[src/rtl/render_cell_rect_pkg.sv]
// rtl/render_cell_rect_pkg.sv - shared encodings and defaults for the cell rectangle renderer
package render_pkg;

  typedef enum logic [1:0] {
    MODE_SOLID     = 2'd0,
    MODE_BORDERED  = 2'd1,
    MODE_OUTLINE   = 2'd2,
    MODE_SOLID_ALT = 2'd3
  } mode_e;

  typedef enum logic [1:0] {
    ST_IDLE = 2'd0,
    ST_DRAW = 2'd1,
    ST_DONE = 2'd2
  } state_e;

  localparam int DEF_SCREEN_W = 640;
  localparam int DEF_SCREEN_H = 480;
  localparam int DEF_CELL_W   = 24;
  localparam int DEF_CELL_H   = 24;
  localparam int DEF_BORDER   = 1;

endpackage

[src/rtl/render_cell_rect_if.sv]
// rtl/render_cell_rect_if.sv - pixel write stream between renderer and VGA arbiter
interface render_cell_rect_if #(
  parameter int X_W     = 10,
  parameter int Y_W     = 9,
  parameter int COLOR_W = 9
);

  logic [X_W-1:0]     pix_x;
  logic [Y_W-1:0]     pix_y;
  logic [COLOR_W-1:0] pix_color;
  logic               pix_valid;
  logic               pix_ready;

  modport master (
    output pix_x, pix_y, pix_color, pix_valid,
    input  pix_ready
  );

  modport slave (
    input  pix_x, pix_y, pix_color, pix_valid,
    output pix_ready
  );

endinterface

[src/rtl/render_cell_rect_scan_axis_counter.sv]
// rtl/render_cell_rect_scan_axis_counter.sv - one raster axis: global offset plus cell-local offset
module scan_axis_counter #(
  parameter int GW   = 11,
  parameter int LW   = 5,
  parameter int CELL = 24
) (
  input  logic          clk,
  input  logic          reset,
  input  logic          clr,
  input  logic          en,
  input  logic [GW-1:0] g_max,
  output logic [GW-1:0] g,
  output logic [LW-1:0] l,
  output logic          last,
  output logic          wrap
);

  assign last = (g == g_max);
  assign wrap = (l == LW'(CELL - 1));

  // Local offset wraps by compare, so no divider is ever needed
  always_ff @(posedge clk) begin
    if (reset || clr) begin
      g <= '0;
      l <= '0;
    end else if (en) begin
      if (last) begin
        g <= '0;
        l <= '0;
      end else begin
        g <= g + 1'b1;
        l <= wrap ? '0 : l + 1'b1;
      end
    end
  end

endmodule

[src/rtl/render_cell_rect.sv]
// rtl/render_cell_rect.sv - rasterises an n_cols x n_rows block of cells onto a pixel write stream
module render_cell_rect
  import render_pkg::*;
#(
  parameter int X_W      = 10,
  parameter int Y_W      = 9,
  parameter int COLOR_W  = 9,
  parameter int CELL_W   = DEF_CELL_W,
  parameter int CELL_H   = DEF_CELL_H,
  parameter int BORDER   = DEF_BORDER,
  parameter int SCREEN_W = DEF_SCREEN_W,
  parameter int SCREEN_H = DEF_SCREEN_H,
  parameter int COLS_W   = 4,
  parameter int ROWS_W   = 5
) (
  input  logic               CLOCK_50,
  input  logic               reset,
  input  logic               start,
  input  logic [X_W-1:0]     x0,
  input  logic [Y_W-1:0]     y0,
  input  logic [COLS_W-1:0]  n_cols,
  input  logic [ROWS_W-1:0]  n_rows,
  input  logic [1:0]         mode,
  input  logic [COLOR_W-1:0] fill_color,
  input  logic [COLOR_W-1:0] border_color,
  output logic               busy,
  output logic               done,
  render_cell_rect_if.master pix
);

  localparam int GXW = X_W + 1;
  localparam int GYW = Y_W + 1;
  localparam int LXW = $clog2(CELL_W);
  localparam int LYW = $clog2(CELL_H);

  state_e state, state_nx;

  logic [X_W-1:0]     x0_r;
  logic [Y_W-1:0]     y0_r;
  logic [GXW-1:0]     x_max;
  logic [GYW-1:0]     y_max;
  mode_e              mode_r;
  logic [COLOR_W-1:0] fill_r;
  logic [COLOR_W-1:0] border_r;

  logic [GXW-1:0] gx;
  logic [GYW-1:0] gy;
  logic [LXW-1:0] lx;
  logic [LYW-1:0] ly;
  logic           x_last, x_wrap, y_last, y_wrap;

  logic           accept, zero_size, drawing, advance, row_end, final_px;
  logic           is_border, clipped, mode_hide, suppress;
  logic [GXW-1:0] sum_x;
  logic [GYW-1:0] sum_y;
  logic [COLOR_W-1:0] color_sel;

  assign accept    = (state == ST_IDLE) && start;
  assign zero_size = (n_cols == '0) || (n_rows == '0);
  assign drawing   = (state == ST_DRAW);

  // Spans are whole cells, so the global end of a row always lands on a local wrap
  assign advance  = drawing && (suppress || pix.pix_ready);
  assign row_end  = advance && x_last && x_wrap;
  assign final_px = row_end && y_last && y_wrap;

  always_ff @(posedge CLOCK_50) begin
    if (reset) begin
      x0_r     <= '0;
      y0_r     <= '0;
      x_max    <= '0;
      y_max    <= '0;
      mode_r   <= MODE_SOLID;
      fill_r   <= '0;
      border_r <= '0;
    end else if (accept) begin
      x0_r     <= x0;
      y0_r     <= y0;
      x_max    <= GXW'(int'(n_cols) * CELL_W - 1);
      y_max    <= GYW'(int'(n_rows) * CELL_H - 1);
      mode_r   <= mode_e'(mode);
      fill_r   <= fill_color;
      border_r <= border_color;
    end
  end

  scan_axis_counter #(.GW(GXW), .LW(LXW), .CELL(CELL_W)) u_x_axis (
    .clk   (CLOCK_50),
    .reset (reset),
    .clr   (accept),
    .en    (advance),
    .g_max (x_max),
    .g     (gx),
    .l     (lx),
    .last  (x_last),
    .wrap  (x_wrap)
  );

  scan_axis_counter #(.GW(GYW), .LW(LYW), .CELL(CELL_H)) u_y_axis (
    .clk   (CLOCK_50),
    .reset (reset),
    .clr   (accept),
    .en    (row_end),
    .g_max (y_max),
    .g     (gy),
    .l     (ly),
    .last  (y_last),
    .wrap  (y_wrap)
  );

  assign is_border = (lx < LXW'(BORDER)) || (lx >= LXW'(CELL_W - BORDER)) ||
                     (ly < LYW'(BORDER)) || (ly >= LYW'(CELL_H - BORDER));

  assign sum_x   = {1'b0, x0_r} + gx;
  assign sum_y   = {1'b0, y0_r} + gy;
  assign clipped = (sum_x >= GXW'(SCREEN_W)) || (sum_y >= GYW'(SCREEN_H));

  always_comb begin
    color_sel = fill_r;
    mode_hide = 1'b0;
    case (mode_r)
      MODE_BORDERED: if (is_border) color_sel = border_r;
      MODE_OUTLINE: begin
        color_sel = border_r;
        mode_hide = !is_border;
      end
      default: color_sel = fill_r;
    endcase
  end

  assign suppress = clipped || mode_hide;

  assign pix.pix_valid = drawing && !suppress;
  assign pix.pix_x     = drawing ? sum_x[X_W-1:0] : '0;
  assign pix.pix_y     = drawing ? sum_y[Y_W-1:0] : '0;
  assign pix.pix_color = drawing ? color_sel : '0;

  assign busy = drawing;
  assign done = (state == ST_DONE);

  always_ff @(posedge CLOCK_50) begin
    if (reset) state <= ST_IDLE;
    else       state <= state_nx;
  end

  always_comb begin
    state_nx = state;
    case (state)
      ST_IDLE: if (start) state_nx = zero_size ? ST_DONE : ST_DRAW;
      ST_DRAW: if (final_px) state_nx = ST_DONE;
      ST_DONE: state_nx = ST_IDLE;
      default: state_nx = ST_IDLE;
    endcase
  end

endmodule
[src/flat_wrapper.sv]
// flat-port wrapper written by rule: the top's interface ports become plain ports
module render_cell_rect_flat import render_pkg::*;
#(
  parameter int X_W      = 10,
  parameter int Y_W      = 9,
  parameter int COLOR_W  = 9,
  parameter int CELL_W   = DEF_CELL_W,
  parameter int CELL_H   = DEF_CELL_H,
  parameter int BORDER   = DEF_BORDER,
  parameter int SCREEN_W = DEF_SCREEN_W,
  parameter int SCREEN_H = DEF_SCREEN_H,
  parameter int COLS_W   = 4,
  parameter int ROWS_W   = 5
)
  (CLOCK_50, reset, start, x0, y0, n_cols, n_rows, mode, fill_color, border_color, busy, done, pix_pix_x, pix_pix_y, pix_pix_color, pix_pix_valid, pix_pix_ready);
  render_cell_rect_if #(.X_W(X_W), .Y_W(Y_W), .COLOR_W(COLOR_W)) pix_i ();
  input  logic CLOCK_50;
  input  logic reset;
  input  logic start;
  input  logic [X_W-1:0] x0;
  input  logic [Y_W-1:0] y0;
  input  logic [COLS_W-1:0] n_cols;
  input  logic [ROWS_W-1:0] n_rows;
  input  logic [1:0] mode;
  input  logic [COLOR_W-1:0] fill_color;
  input  logic [COLOR_W-1:0] border_color;
  output logic busy;
  output logic done;
  output wire logic [$bits(pix_i.pix_x)-1:0] pix_pix_x;
  output wire logic [$bits(pix_i.pix_y)-1:0] pix_pix_y;
  output wire logic [$bits(pix_i.pix_color)-1:0] pix_pix_color;
  output wire logic [$bits(pix_i.pix_valid)-1:0] pix_pix_valid;
  input wire logic [$bits(pix_i.pix_ready)-1:0] pix_pix_ready;
  assign pix_pix_x = pix_i.pix_x;
  assign pix_pix_y = pix_i.pix_y;
  assign pix_pix_color = pix_i.pix_color;
  assign pix_pix_valid = pix_i.pix_valid;
  assign pix_i.pix_ready = pix_pix_ready;
  render_cell_rect #(.X_W(X_W), .Y_W(Y_W), .COLOR_W(COLOR_W), .CELL_W(CELL_W), .CELL_H(CELL_H), .BORDER(BORDER), .SCREEN_W(SCREEN_W), .SCREEN_H(SCREEN_H), .COLS_W(COLS_W), .ROWS_W(ROWS_W)) u_core (.CLOCK_50(CLOCK_50), .reset(reset), .start(start), .x0(x0), .y0(y0), .n_cols(n_cols), .n_rows(n_rows), .mode(mode), .fill_color(fill_color), .border_color(border_color), .busy(busy), .done(done), .pix(pix_i));
endmodule
[config.mk]
export PLATFORM = sky130hd
export DESIGN_NAME = render_cell_rect_flat
export DESIGN_NICKNAME = d
export VERILOG_FILES = /design/src/rtl/render_cell_rect_pkg.sv /design/src/rtl/render_cell_rect_if.sv /design/src/rtl/render_cell_rect_scan_axis_counter.sv /design/src/rtl/render_cell_rect.sv /design/src/flat_wrapper.sv
export SDC_FILE = /design/constraint.sdc
export NUM_CORES = 1
export LEC_CHECK = 0
export BUFFER_PORTS_ARGS = -buffer_cell sky130_fd_sc_hd__buf_4
export CORE_ASPECT_RATIO = 1.75
export CORE_MARGIN = 2
export CORE_UTILIZATION = 58
export CTS_CLUSTER_SIZE = 16
export DETAILED_ROUTE_END_ITERATION = 16
export PLACE_DENSITY = 0.82
export SLEW_MARGIN = 10
export SYNTH_ARGS = -nofsm -noshare
export SYNTH_HDL_FRONTEND = slang
export SYNTH_SLANG_ARGS = --single-unit
[constraint.sdc]
create_clock -name CLOCK_50 -period 3.7 [get_ports CLOCK_50]
set_input_delay 0.185 -clock CLOCK_50 [delete_from_list [all_inputs] [get_ports CLOCK_50]]
set_output_delay 0.185 -clock CLOCK_50 [all_outputs]
set_load 0.02 [all_outputs]
---- Yosys cells after proc, flatten, opt, wreduce, memory -nomap -nowiden ----
Index checks and enable logic that the tools add are counted.
word-level totals
  register bits after elaboration ......... 93
  word-level logic and storage cells ...... 75
operators by class
  multiplexer cells ....................... 16
  add/subtract/negate cells ............... 8
  multiply operators ...................... 2
  $lt $le $gt $ge ......................... 6
  reductions and logical operators ........ 21
  equal/unequal tests ..................... 10
operators with widths
  cell                                                    number
  2-to-1 mux 9 bit                                        3
  2-to-1 mux 10 bit                                       2
  2-to-1 mux 5 bit                                        4
  case mux 9 bit (2 select lines)                         1
  adder 10 x 11 -> 11 bit                                 1
  adder 11 x 1 -> 11 bit (second input constant)          1
  == test 11 bit                                          1
  >= comparator 11 x 10 -> 1 bit (second input constant)  1
  2-to-1 mux 11 bit                                       1
  subtractor 11 x 2 -> 11 bit (second input constant)     1
  adder 10 x 1 -> 10 bit (second input constant)          1
  adder 5 x 1 -> 5 bit (second input constant)            2
  adder 9 x 10 -> 10 bit                                  1
  == test 10 bit                                          1
  == test 5 bit (second input constant)                   2
  >= comparator 10 x 9 -> 1 bit (second input constant)   1
  >= comparator 5 bit (second input constant)             2
  < comparator 5 x 1 -> 1 bit (second input constant)     2
  subtractor 10 x 2 -> 10 bit (second input constant)     1
  logical OR 1 bit                                        8
  logical AND 1 bit                                       7
  multiplier 5 x 2 -> 7 bit (second input constant)       1
  multiplier 4 x 2 -> 6 bit (second input constant)       1
  2-to-1 mux 2 bit                                        3
  10 further kinds                                        14

---- Longest topological paths before layout ----
Gate-level depths: netlist of run 1.
  depth in word-level cells ............... 15
  mapped depth ............................ 13
  mapped depth without buffers ............ 11

---- Hierarchy ----
Synthesis of run 1 repeated with hierarchy kept, for this count alone.
unflattened totals
  cell total of the unflattened synthesis .. 671
  area, all modules ....................... 5539.1 µm²
by module, submodules not included
  module                                cells an instance  instances  seq. area each (µm²)  area each (µm²)
  render_cell_rect                      477                1          1121.1                3736.1
  scan_axis_counter at u_core.u_x_axis  107                1          320.3                 962.2
  scan_axis_counter at u_core.u_y_axis  87                 1          300.3                 840.8

---- Least setup slack after synthesis of run 1 ----
No wires, ideal clock.
  path kind ............................... flip-flop to flip-flop
  start point ............................. register u_core.u_x_axis.g[0]
  end point ............................... register u_core.u_x_axis.g[2]
  data arrival time ....................... 2.837 ns
  setup slack ............................. 0.745 ns
  setup time .............................. 0.117 ns
  cell stages (with the launch flop) ...... 12
  path through ............................ dfxtp_1 ha_1 fa_1 a211oi_2 o21ai_1 or3_1 a311oi_1 o31ai_2 o31ai_4 buf_6 nor2_1 a32o_1
between the ends
  longest elaborated chain between the ends .. 6
ends and longest elaborated chain
  what                            line                                      text
  start, declared                 render_cell_rect_scan_axis_counter.sv:12  output logic [GW-1:0] g,
  start signal, assigned          render_cell_rect_scan_axis_counter.sv:31  g <= g + 1'b1;
  adder 10 x 11 -> 11 bit         render_cell_rect.sv:114                   assign sum_x = {1'b0, x0_r} + gx;
  >= comparator 11 x 10 -> 1 bit  render_cell_rect.sv:116                   assign clipped = (sum_x >= GXW'(SCREEN_W)) || (sum_y >= GYW'(SCREEN_H));
  logical OR 1 bit                render_cell_rect.sv:116
  logical OR 1 bit                render_cell_rect.sv:131                   assign suppress = clipped || mode_hide;
  logical OR 1 bit                render_cell_rect.sv:63                    assign advance = drawing && (suppress || pix.pix_ready);
  logical AND 1 bit               render_cell_rect.sv:63
Several ways; a longest one is shown, not always the timed one.
A chain may end at the register's enable or synchronous reset.

---- Worst setup path in the final report of run 1 ----
  start point ............................. register u_core.u_x_axis.g[0]
  end point ............................... output pix_pix_valid
between the ends
  longest elaborated chain between the ends .. 6
ends and longest elaborated chain
  what                            line                     text
  adder 10 x 11 -> 11 bit         render_cell_rect.sv:114
  >= comparator 11 x 10 -> 1 bit  render_cell_rect.sv:116
  logical OR 1 bit                render_cell_rect.sv:116
  logical OR 1 bit                render_cell_rect.sv:131
  logical NOT 1 bit               render_cell_rect.sv:133  assign pix.pix_valid = drawing && !suppress;
  logical AND 1 bit               render_cell_rect.sv:133
  end, declared                   flat_wrapper.sv:32       output wire logic [$bits(pix_i.pix_valid)-1:0] pix_pix_valid;
No other way between the ends.

==> results of run 1 <==
[sequential cells by signal, indices dropped and copies added, names as in the netlist]
signal and cells:
u_core.x_max 8, u_core.y_max 8, u_core.u_x_axis.g 11, u_core.border_r 9
u_core.u_y_axis.l 5, u_core.fill_r 9, u_core.y0_r 9, u_core.x0_r 10
u_core.mode_r 2, u_core.u_x_axis.l 5, u_core.u_y_axis.g 10, u_core.state 2
[cell type report]
type,count,area (sq um),share of cell area
repair buffers,91,696,0.107
clock buffers,9,225,0.0346
flip-flops and latches,88,1760,0.270
multi-input cells,546,3530,0.541
clock inverters,7,71.3,0.0109
well taps,122,153,0.0234
inverters,22,82.6,0.0127
[logic make-up after synthesis]
| kind of cell | Yosys count | share of synthesized area |
|---|---|---|
| xor gates and xnor gates | 46 | 0.0728 |
| and+or+nand+nor | 268 | 0.235 |
| muxes | 3 | 0.00543 |
| AOI/OAI and AO/OA | 185 | 0.218 |
| adders and majority gates | 44 | 0.105 |
| buffers and inverters | 61 | 0.0450 |
| DFF | 88 | 0.318 |
[per-stage QoR]
stage	power, W	utilization	hold slack [ns]	std cells	cell area [sq um]
5_1_grt	0.00254	0.697	0.0810	885	6520
6_report	0.00243	0.697	0.0842	885	6520
2_1_floorplan	0.00137	-	0.281	695	5530
3_5_place_dp	0.00153	0.665	0.432	869	6220
4_1_cts	0.00244	0.697	0.0746	885	6520
3_3_place_gp	0.00152	0.665	0.423	869	6220
[synthesized netlist by cell type, types with 4 or more instances]
library cell / n
a211oi_1: 7
nand2b_1: 4
clkbuf_1: 32
a21o_1: 9
nand3b_1: 10
o31ai_1: 12
a22oi_1: 9
dfxtp_1: 88
o311ai_0: 11
and3_1: 10
o21ai_0: 20
xnor2_1: 37
nor2b_1: 5
a32o_1: 7
ha_1: 40
nand4_1: 7
nor4_1: 5
and2_1: 6
fa_1: 4
a21oi_1: 76
nand2_1: 116
or4_1: 5
xor2_1: 9
a31oi_1: 6
inv_1: 22
nand3_1: 12
or3_1: 4
o211ai_1: 4
nor3b_1: 6
nor3_1: 16
nor2_1: 50
[power breakdown]
part | total (W) | switching (W) | internal (W)
combinational | 0.000490 | 0.000292 | 0.000199
sequential | 0.00103 | 0.0000336 | 0.000996
clock | 0.000908 | 0.000385 | 0.000523
[final timing paths]
| kind | from | endpoint | slack, ns |
|---|---|---|---|
| min reg2reg | u_core.border_r[3]$_SDFFE_PP0P_ | u_core.border_r[3]$_SDFFE_PP0P_ | 0.46 |
| min | n_cols[0] | u_core.x_max[3]$_SDFFE_PP0P_ | 0.08 |
| max | u_core.u_x_axis.g[0]$_SDFFE_PP0N_ | pix_pix_valid | 0.30 |
| max reg2reg | u_core.u_x_axis.g[0]$_SDFFE_PP0N_ | u_core.u_y_axis.g[6]$_SDFFE_PP0P_ | 0.30 |
[per-layer routing]
metal,part of all wire,global-route usage
met4,0.045,0.163
met2,0.52,0.496
met5,0,0
met1,0.40,0.328
met3,0.039,0.0393
==> flow_summary.toml, run 1 <==
[hold_path]
hold_class = "primary input to flop"
holdPathStages = 2

[timing]
setup_viol = 0
finalClockSkew_ns = 0.00867
finalHoldViolations = 0
max_freq_mhz = 294
fin_crit_sh = 0.920
final_max_slew_viol_count = 0
timing.final.crit_period_ns = 3.40
timing.final.ws_setup_ns = 0.296
fin_setup_tns_ns = 0
rsz0062_at_grt = "no"
worst-slew-pin-transition_ns = 1.02
maxSlewHeadroom = 0.316

[cells_and_area]
most-common-layout-cells = "nand2_1 (116), buf_4 (90), dfxtp_1 (88), a21oi_1 (76), nor2_1 (50)"
layout_commonest_cell = "nand2_1"
fin_nets = 854
fillers = 764
syn2layout_area_growth_pct = 17.8
final_layout_size_suffix_gt1_frac = 0.157
diodes = 0

[logic_synthesis]
synth_area_leader_cell = "dfxtp_1"
syn_nets = 791
netlist_area_sq_um = 5530
synthCells = 695
avgSynthCellArea_sq_um = 7.96
async_flop_share = 0
synth_flop_cell = "dfxtp_1"
yosys_warnings = 0
synth_edf_count = 0
yosysSeqAreaShare = 0.318
synth-seq-cells = 88
synth_cell_types = 60
synthTopCellsByArea = "dfxtp_1 (32%), ha_1 (9.0%), nand2_1 (7.9%)"
synth_top_area_share = 0.318

[floorplanning]
die_h_um = 133
num_io_pins = 83
coreArea_sq_um = 9350
start_util = 0.592
num_rows = 47
die_w_um = 77.8
dieArea_sq_um = 10400

[clock_tree]
cts.sinks = 88
root_buffer = "clkbuf_16"
worstSkewPairLatency_ns = 0.34
cts_hold_buf = 0
post-cts-setup-buffers = 0
clk_pin_slew_worst_paths_ns = 0.06
cts_buffers = 9
clockBufferDepth = 2
cts_tree = "done"
cts_max_level = 3
ctsResizeCount = 0

[route]
vias_per_cell = 6.06
vias = 5367
drcViolationCount = 0
wl_per_cell_um = 16.2
first_iter_violations = 419
route.antenna.remaining_nets = 0
drt-total-wl_um = 14400
drtPass1Iterations = 5

[pwr]
power_density_nw_per_um2 = 373
static-leakage-power_nw = 2.66
vdd_drop_max_uv = 315

[critical_path]
crit_chain = "ha_1 > fa_1 > a211oi_2 > o21ai_1 > or3_1 > a311oi_1 > nor3_1 > nor4_1 > buf_4"
cp.arrival_ns = 3.22
cp-end-kind = "output pin"
worst-path-buf-inv = 1
rr_worst_depth = 12
cp.required_ns = 3.51
crit_cells = 9
cp_slowest_stage_delay_ns = 0.44
slowest_stage = "fa_1"
critPathTopFamily = "simple AND/OR/NAND/NOR gates"
worstPathMaxFanout = 5
critPathKind = "flop to output pin"
critPathLaunchType = "flop"

[placement]
dp.final_hpwl_um = 10300
preCtsSetupSlack_ns = 0.362
port_buffers = 82
gp_congestion = 0.899

[grt]
grt_pass1_vias = 5310
grt_start_max_net_pins = 61
overflow = 0
track_usage = 0.285
grt_pass1_wl_um = 24100
antenna_found_initial = 0

[status]
run_status = "finished clean"

[flow_run]
maxCapViolCount = 0
(Power assumes the default switching activity.)
==> run 2: changes to the inputs <==
--- a/config.mk
+++ b/config.mk
@@ -11,7 +11,7 @@
 export CORE_UTILIZATION = 58
 export CTS_CLUSTER_SIZE = 16
 export DETAILED_ROUTE_END_ITERATION = 16
-export PLACE_DENSITY = 0.82
+export PLACE_DENSITY = 0.8
 export SLEW_MARGIN = 10
 export SYNTH_ARGS = -nofsm -noshare
 export SYNTH_HDL_FRONTEND = slang
==> run 2 against run 1 <==
Compared with the run above:
- non-clock buffer count increased by 1
- largest power group unchanged
- routed wire length increased by 0.60%
- critical endpoint is now u_core.u_y_axis.g[7]$_SDFFE_PP0P_
- flip-flop and latch count did not move
- worst setup slack worse by 0.0050 ns
==> flow_summary.toml, run 2 (synthesis results as in run 1) <==
[status]
run_status = "finished clean"

[timing]
max_freq_mhz = 293
setup_viol = 0
fin_crit_sh = 0.921
final_max_slew_viol_count = 0
timing.final.ws_setup_ns = 0.291
rsz0062_at_grt = "no"
fin_setup_tns_ns = 0
finalHoldViolations = 0
maxSlewHeadroom = 0.448
timing.final.crit_period_ns = 3.41
worst-slew-pin-transition_ns = 0.828
finalClockSkew_ns = 0.00741

[floorplanning]
dieArea_sq_um = 10400
die_h_um = 133
coreArea_sq_um = 9350
num_io_pins = 83
num_rows = 47
die_w_um = 77.8
start_util = 0.592

[cells_and_area]
fillers = 762
largest_register_ffs = 11
final_layout_size_suffix_gt1_frac = 0.158
top_regs = "u_core.u_x_axis.g: 11 flops, u_core.u_y_axis.g: 10 flops, u_core.x0_r: 10 flops"
multi_input_area_sq_um = 3530
syn2layout_area_growth_pct = 18.2
layout_commonest_cell = "nand2_1"
final-seq-area_sq_um = 1760
fin_nets = 855
diodes = 0
largest_register = "u_core.u_x_axis.g"
most-common-layout-cells = "nand2_1 (116), buf_4 (92), dfxtp_1 (88), a21oi_1 (76), nor2_1 (50)"

[grt]
grt_pass1_wl_um = 23900
track_usage = 0.283
grt_start_max_net_pins = 61
overflow = 0
antenna_found_initial = 0
grt_pass1_vias = 5207

[critical_path]
r2r_start = "u_core.u_x_axis.g[0]$_SDFFE_PP0N_"
worst_r2r_endpoint = "u_core.u_y_axis.g[7]$_SDFFE_PP0P_"
critPathKind = "flop to flop"
cp.required_ns = 3.91
worstPathMaxFanout = 22
crit_cells = 12
cp-end-kind = "flop"
cp.arrival_ns = 3.62
critPathLaunchType = "flop"
reg2reg_slack_ns = 0.29
cpMostUsedCell = "buf_4"
crit_path_end = "u_core.u_y_axis.g[7]$_SDFFE_PP0P_"
slowest_stage = "fa_1"
crit_chain = "ha_1 > fa_1 > a211oi_2 > o21ai_1 > a221oi_1 > xnor2_1 > a211o_1 > o31ai_4 > buf_4 > buf_4 > o311ai_0 > o21ai_0"
startpoint = "u_core.u_x_axis.g[0]$_SDFFE_PP0N_"
cp_slowest_stage_delay_ns = 0.44
rr_worst_depth = 12
critPathTopFamily = "compound AO/OA/AOI/OAI gates"
worst-path-buf-inv = 2

[clock_tree]
worstSkewPairLatency_ns = 0.35
root_buffer = "clkbuf_16"
ctsResizeCount = 0
clk_pin_slew_worst_paths_ns = 0.07
post-cts-setup-buffers = 0
cts_tree = "done"
cts_buffers = 9
cts.sinks = 88
cts_hold_buf = 0
cts_max_level = 3
clockBufferDepth = 2

[placement]
port_buffers = 82
preCtsSetupSlack_ns = 0.416
gp_congestion = 0.916
dp.final_hpwl_um = 10400

[route]
drcViolationCount = 0
drtPass1Iterations = 5
route.antenna.remaining_nets = 0
first_iter_violations = 359
wl_per_cell_um = 16.3
vias_per_cell = 6.03
drt-total-wl_um = 14500
vias = 5346

[pwr]
power_density_nw_per_um2 = 384
vdd_drop_max_uv = 303
static-leakage-power_nw = 2.67

[flow_run]
maxCapViolCount = 0

[hold_path]
hold_class = "primary input to flop"
## run 2: cell count changes in the layout (fill, tap and decap cells not counted)
cell,delta
buf_4,+2
bufinv_16,+1
clkinv_4,+2
buf_12,-1
clkinv_2,-2
inv_6,+1
clkinvlp_4,-2
## run 2: worst min-delay path by stage
stage	from	to	slack, ns	depth (start not counted)
2_1_floorplan	n_cols[0]	u_core.x_max[3]$_SDFFE_PP0P_	0.28	1
3_3_place_gp	n_rows[0]	u_core.y_max[3]$_SDFFE_PP0P_	0.42	2
3_5_place_dp	border_color[0]	u_core.border_r[0]$_SDFFE_PP0P_	0.44	3
4_1_cts	fill_color[4]	u_core.fill_r[4]$_SDFFE_PP0P_	0.07	3
5_1_grt	x0[2]	u_core.x0_r[2]$_SDFFE_PP0P_	0.08	3
6_report	n_cols[0]	u_core.x_max[3]$_SDFFE_PP0P_	0.08	2
## run 2: through the flow
| stage | hold WS [ns] | cells | area (sq um) | total power (W) | utilization |
|---|---|---|---|---|---|
| 6_report | 0.0785 | 886 | 6540 | 0.00251 | 0.700 |
| 3_3_place_gp | 0.425 | 870 | 6220 | 0.00151 | 0.665 |
| 3_5_place_dp | 0.439 | 870 | 6220 | 0.00153 | 0.665 |
| 4_1_cts | 0.0736 | 886 | 6540 | 0.00252 | 0.700 |
| 2_1_floorplan | 0.281 | 695 | 5530 | 0.00137 | - |
| 5_1_grt | 0.0837 | 886 | 6540 | 0.00262 | 0.700 |
## run 2: worst register-to-register path, stage by stage, from the launching register on
cell and delay [ns]:
dfxtp_1 0.36, ha_1 0.26, fa_1 0.44, a211oi_2 0.23, o21ai_1 0.17, a221oi_1 0.38, xnor2_1 0.17, a211o_1 0.21
o31ai_4 0.08, buf_4 0.22, buf_4 0.19, o311ai_0 0.41, o21ai_0 0.16
## run 2: cell type report
class | instances | area share
clock inverters | 7 | 0.0157
well taps | 122 | 0.0233
multi-input cells | 546 | 0.539
flip-flops and latches | 88 | 0.269
clock buffers | 9 | 0.0344
inverters | 22 | 0.0126
repair buffers | 92 | 0.106
## run 2: layer usage
layer | wire [um] | global-route usage | vias to the layer above
li1 | - | - | 2605
met1 | 5550 | 0.326 | 2542
met2 | 7820 | 0.516 | 170
met3 | 698 | 0.0420 | 29
met4 | 380 | 0.111 | 0
met5 | 0 | 0 | -
## run 2: power breakdown
group / switching [W] / leakage, nW / internal [W]
Sequential: 0.0000337 / 0.718 / 0.000996
Clock: 0.000402 / 0.157 / 0.000599
Combinational: 0.000288 / 1.80 / 0.000196
Total: 0.000724 / 2.67 / 0.00179
